--- config.mk ---
export PLATFORM = sky130hd
export DESIGN_NAME = ram_burst_arbiter
export DESIGN_NICKNAME = d
export VERILOG_FILES = /design/src/rtl/ram_burst_arbiter.sv
export SDC_FILE = /design/constraint.sdc
export NUM_CORES = 1
export LEC_CHECK = 0
export BUFFER_PORTS_ARGS = -buffer_cell sky130_fd_sc_hd__buf_2
export CAP_MARGIN = 30
export CORE_ASPECT_RATIO = 0.7
export CORE_MARGIN = 10
export CORE_UTILIZATION = 35
export CTS_CLUSTER_DIAMETER = 50
export CTS_CLUSTER_SIZE = 28
export DETAILED_ROUTE_END_ITERATION = 10
export PLACE_DENSITY = 0.6
export SYNTH_ARGS = -nofsm -noshare
export SYNTH_HDL_FRONTEND = slang
export SYNTH_SLANG_ARGS = --single-unit
--- constraint.sdc ---
create_clock -name clk -period 2.3 [get_ports clk]
set_clock_uncertainty 0.05 [all_clocks]
set_input_delay 0.115 -clock clk [delete_from_list [all_inputs] [get_ports clk]]
set_output_delay 0.115 -clock clk [all_outputs]
set_load 0.02 [all_outputs]
--- src/rtl/ram_burst_arbiter.sv ---
// rtl/ram_burst_arbiter.sv - round-robin burst arbiter for the shared single-port image RAM
// One whole burst is granted at a time. The RAM executes on negedge, and read data returns one cycle later.
module ram_burst_arbiter #(
    parameter int ADDR_W    = 16,
    parameter int DATA_W    = 8,
    parameter int LEN_W     = 8,
    parameter int MEM_DEPTH = 32768
) (
    input  logic                clk,
    input  logic                RST,
    input  logic [1:0]          req_i,
    input  logic [1:0]          we_i,
    input  logic [2*ADDR_W-1:0] addr_i,
    input  logic [2*LEN_W-1:0]  len_i,
    input  logic [2*DATA_W-1:0] wdata_i,
    output logic [1:0]          gnt_o,
    output logic [1:0]          wnext_o,
    output logic [1:0]          rvalid_o,
    output logic [DATA_W-1:0]   rdata_o,
    output logic [1:0]          done_o,
    output logic [ADDR_W-1:0]   ram_address,
    output logic [DATA_W-1:0]   ram_data,
    output logic                ram_read_signal,
    output logic                ram_write_signal,
    input  logic [DATA_W-1:0]   ram_dataout
);

    localparam logic [ADDR_W-1:0] ADDR_MASK = ADDR_W'(MEM_DEPTH - 1);

    typedef enum logic [1:0] {IDLE, ACCESS, DONE} state_t;

    state_t            state;
    logic              win;
    logic              last;
    logic              we_l;
    logic [ADDR_W-1:0] base;
    logic [LEN_W-1:0]  len_l;
    logic [LEN_W-1:0]  cnt;

    logic              pick;
    logic [1:0]        pick_oh;
    logic [1:0]        win_oh;
    logic [ADDR_W-1:0] addr_sel;
    logic [LEN_W-1:0]  len_sel;
    logic [ADDR_W-1:0] next_addr;

    // When both ports request, the one not served last wins the tie.
    always_comb begin
        pick      = (req_i == 2'b11) ? ~last : req_i[1];
        pick_oh   = pick ? 2'b10 : 2'b01;
        win_oh    = win ? 2'b10 : 2'b01;
        addr_sel  = pick ? addr_i[2*ADDR_W-1:ADDR_W] : addr_i[ADDR_W-1:0];
        len_sel   = pick ? len_i[2*LEN_W-1:LEN_W] : len_i[LEN_W-1:0];
        next_addr = (base + ADDR_W'(cnt) + ADDR_W'(1)) & ADDR_MASK;
    end

    // The requester presents the current word, and it advances after each wnext pulse.
    assign ram_data = ram_write_signal ?
                      (win ? wdata_i[2*DATA_W-1:DATA_W] : wdata_i[DATA_W-1:0]) : '0;

    always_ff @(posedge clk) begin
        if (RST) begin
            state            <= IDLE;
            win              <= 1'b0;
            last             <= 1'b1;
            we_l             <= 1'b0;
            base             <= '0;
            len_l            <= '0;
            cnt              <= '0;
            gnt_o            <= '0;
            wnext_o          <= '0;
            rvalid_o         <= '0;
            rdata_o          <= '0;
            done_o           <= '0;
            ram_address      <= '0;
            ram_read_signal  <= 1'b0;
            ram_write_signal <= 1'b0;
        end else begin
            done_o   <= '0;
            rvalid_o <= '0;
            case (state)
                IDLE: begin
                    if (|req_i) begin
                        win              <= pick;
                        we_l             <= we_i[pick];
                        base             <= addr_sel;
                        len_l            <= len_sel;
                        cnt              <= '0;
                        ram_address      <= addr_sel & ADDR_MASK;
                        ram_write_signal <= we_i[pick];
                        ram_read_signal  <= ~we_i[pick];
                        gnt_o            <= pick_oh;
                        wnext_o          <= we_i[pick] ? pick_oh : 2'b00;
                        state            <= ACCESS;
                    end
                end
                ACCESS: begin
                    // The RAM read data for this cycle is valid at its closing edge.
                    if (!we_l) begin
                        rvalid_o <= win_oh;
                        rdata_o  <= ram_dataout;
                    end
                    if (cnt == len_l) begin
                        ram_read_signal  <= 1'b0;
                        ram_write_signal <= 1'b0;
                        wnext_o          <= '0;
                        done_o           <= win_oh;
                        state            <= DONE;
                    end else begin
                        cnt         <= cnt + LEN_W'(1);
                        ram_address <= next_addr;
                    end
                end
                DONE: begin
                    gnt_o <= '0;
                    last  <= win;
                    state <= IDLE;
                end
                default: state <= IDLE;
            endcase
        end
    end

endmodule
==> summary.txt <==
Die area: 0.0144 mm^2
Ys async rst share: 0
Finished Layout Cells: 714
Post-Synth Simple-Gate Area: 0.227
Initial antenna violation count: 0
Synth Area in XOR/XNOR: 0.0502
First-pass iteration count of the detailed router: 4
Tcrit/Tclk final: 0.933
Final ANT Viol Nets: 0
Final setup viols: 0
Total clock buffers created by CTS: 9
TritonCTS clock tree: built
Clock Pin Slew Worst Setup and Hold Paths: 0.06 ns
Ys flop type: dfxtp_1
Top cell type's share of synthesized area: 0.396
Detailed Place HPWL: 8.52 mm
Post-Synth Adder-Cell Area: 0.0380
Post-CTS Setup Repair Bufs: 0
Crit. End Element: register
Die X: 139 um
Global-route wire length before repair: 18.6 mm
Number of synthesized flops with an enable pin: 0
Placed Cells: 675
Util after Layout: 0.500
Hold Fails Final Rpt: 0
Root buffer cell: clkbuf_16
Share of cells above drive strength 1: 0.282
Rows: 30
Compound-Gate Fraction of Synth Area: 0.193
Final min period: 2.15 ns
Total core area: 0.00972 mm^2
Clk_lat worst skew: 0.34 ns
Synthesized Nets: 524
Max Freq: 0.466 GHz
RSZ-0062 raised after global routing: true
Nets: 669
Crit. Startpoint: cnt[0]
FF+latch count, synth: 69
Clk buf depth: 2
Worst-Margin Slew: 0.669 ns
Die Span Y: 104 um
Power density cells: 787 mW/mm^2
Fin Hold WS: 0.00940 ns
Post-synth top area cell: dfxtp_1
Starting density of the core: 0.359
Crit path launch type: register
DRT iter0 DRCs: 231
IO Count: 120
Cells after Synth: 436
Post-synthesis sequential area ratio: 0.396
Worst r2r src: cnt[0]
Status: completed
CTS H-tree lvls: 3
Max-cap viol count: 0
WS Path Type: reg2reg
Routed Wire Length: 11.4 mm
Warning count from the yosys run: 0
Peak supply drop: 0.391 mV
CP arrival: 2.35 ns
CTS sink cnt: 69
Area grow syn2layout: 39.2%
Tot Pwr: 3.82 mW
DR vias: 3,597
Worst slew margin relative to its limit: 0.553
Worst Hold Class: in2reg
Leak: 2.22 nW
DR DRC count: 0
Via-to-Cell Ratio: 5.04
Number of global-route vias before repair: 3,566
Ant diodes: 0
Synthesized cell area: 0.00349 mm^2
Drt wl/cell: 15.9 um
Worst hold start: len_i[2]
Yosys cell types: 49
Total gr overflow: 0
Mapped Avg Cell Area: 8.01 um^2
Largest family of logic cells by synthesized area: simple AND/OR/NAND/NOR gates
WP data required: 2.50 ns
Layout fillers: 965
Total Routing Usage GR: 0.156
Mux cell area share after synthesis: 0.0545
Slew Limit Fails: 0
Buffers on Ports: 116
Pin count of the biggest net entering global routing: 39
Crit-path max FO: 4
Placer congestion estimate: 0.879
Synth area leaders: dfxtp_1 (40%), nand2_1 (7.4%), a21oi_1 (5.7%)
-- final timing paths --
check / end / slack (ns) / depth (start not counted)
min: len_l[2] / 0.009 / 3
min reg2reg: ram_address[0] / 0.40 / 2
max: ram_address[8] / 0.15 / 9
max reg2reg: ram_address[8] / 0.15 / 9
-- where the power goes --
group / leakage (nW) / internal, mW / switching (mW)
clock: 0.156 / 0.954 / 0.548
combinational: 1.50 / 0.375 / 0.531
sequential: 0.569 / 1.32 / 0.0931
-- layer usage --
metal  GRT usage  vias up  part of all wire  routed length (um)
li1            -     1823                 -                   -
met1       0.200     1660              0.46                5240
met2       0.247      103              0.46                5220
met3      0.0520       11             0.070                 792
met4      0.0379        0            0.0085                  97
met5           0        -                 0                   0
-- cells by family after synthesis --
family                     Yosys count
DFF                                 69
muxes                               19
buffers and inverters               36
and+or+nand+nor                    176
xor gates and xnor gates            20
other                                1
adders and majority gates           10
AOI/OAI and AO/OA                  105
-- state kept, by name, indices dropped and copies added (netlist names) --
register          count
ram_write_signal      1
rvalid_o              2
base                 15
win                   1
done_o                2
wnext_o               2
ram_address          15
ram_read_signal       1
gnt_o                 2
state                 2
rdata_o               8
we_l                  1
last                  1
len_l                 8
cnt                   8
-- metrics by stage --
| stage | setup TNS [ns] | worst slack [ns] | instance area [um^2] |
|---|---|---|---|
| final | 0 | 0.153 | 4860 |
| after global placement | 0 | 0.0931 | 4290 |
| after floorplan | 0 | 0.121 | 3490 |
| after global routing | -0.0137 | -0.0137 | 4860 |
| after CTS | 0 | 0.0513 | 4840 |
| after detailed placement | 0 | 0.0808 | 4290 |
-- critical path, stage by stage (launching register included) --
cell and delay, ns:
dfxtp_1 0.32, inv_1 0.08, ha_1 0.21, fa_2 0.38, nor2b_4 0.13, o2111ai_1 0.15, nand3_1 0.14, nand2_1 0.07
or3_1 0.31, a311oi_1 0.20
-- synthesized netlist by cell type, types with 8 or more instances --
cell type  count
dfxtp_1       69
nand2_1       69
nor2_1        51
a21oi_1       40
clkbuf_1      19
mux2i_1       19
xor2_1        15
nor2b_1       13
nand3_1       12
o21ai_0       12
a211oi_1      10
a311oi_1       9
ha_1           9
nor3_1         8
-- area by class of cell --
type,count,area [um^2],share of cell area
Sequential cell,69,1380,0.285
Clock buffer,9,225,0.0463
Multi-Input combinational cell,331,1980,0.407
Timing Repair Buffer,162,983,0.202
Clock inverter,7,98.8,0.0203
Tap cell,128,160,0.0329
Inverter,8,30.0,0.00618
-- placed cells by master (no fill, tap or decap), types with 2 or more instances in the layout --
cell type,count
o21ai_0,12
nand3_1,12
o2111ai_1,3
nand4_1,4
clkbuf_16,9
nand2_1,69
ha_1,9
nor3_1,8
inv_1,7
dfxtp_2,2
mux2i_1,19
a31oi_1,6
nor2_1,51
o211ai_1,5
o21a_1,4
a211oi_1,10
dlygate4sd3_1,23
bufinv_16,2
xor2_1,15
or3_1,3
buf_2,116
o22ai_1,4
dfxtp_1,67
and3_1,3
nand2b_1,7
nor4_2,2
buf_4,23
a21oi_1,40
nor2b_1,12
xnor2_1,5
a311oi_1,9
clkinv_4,2
-- what timing repair did --
action	CTS	global route
gates resized for setup	0	6
hold buffers	23	0
endpoints found under the setup margin	0	13
endpoints found under the hold margin	16	0
(Power assumes the default switching activity.)
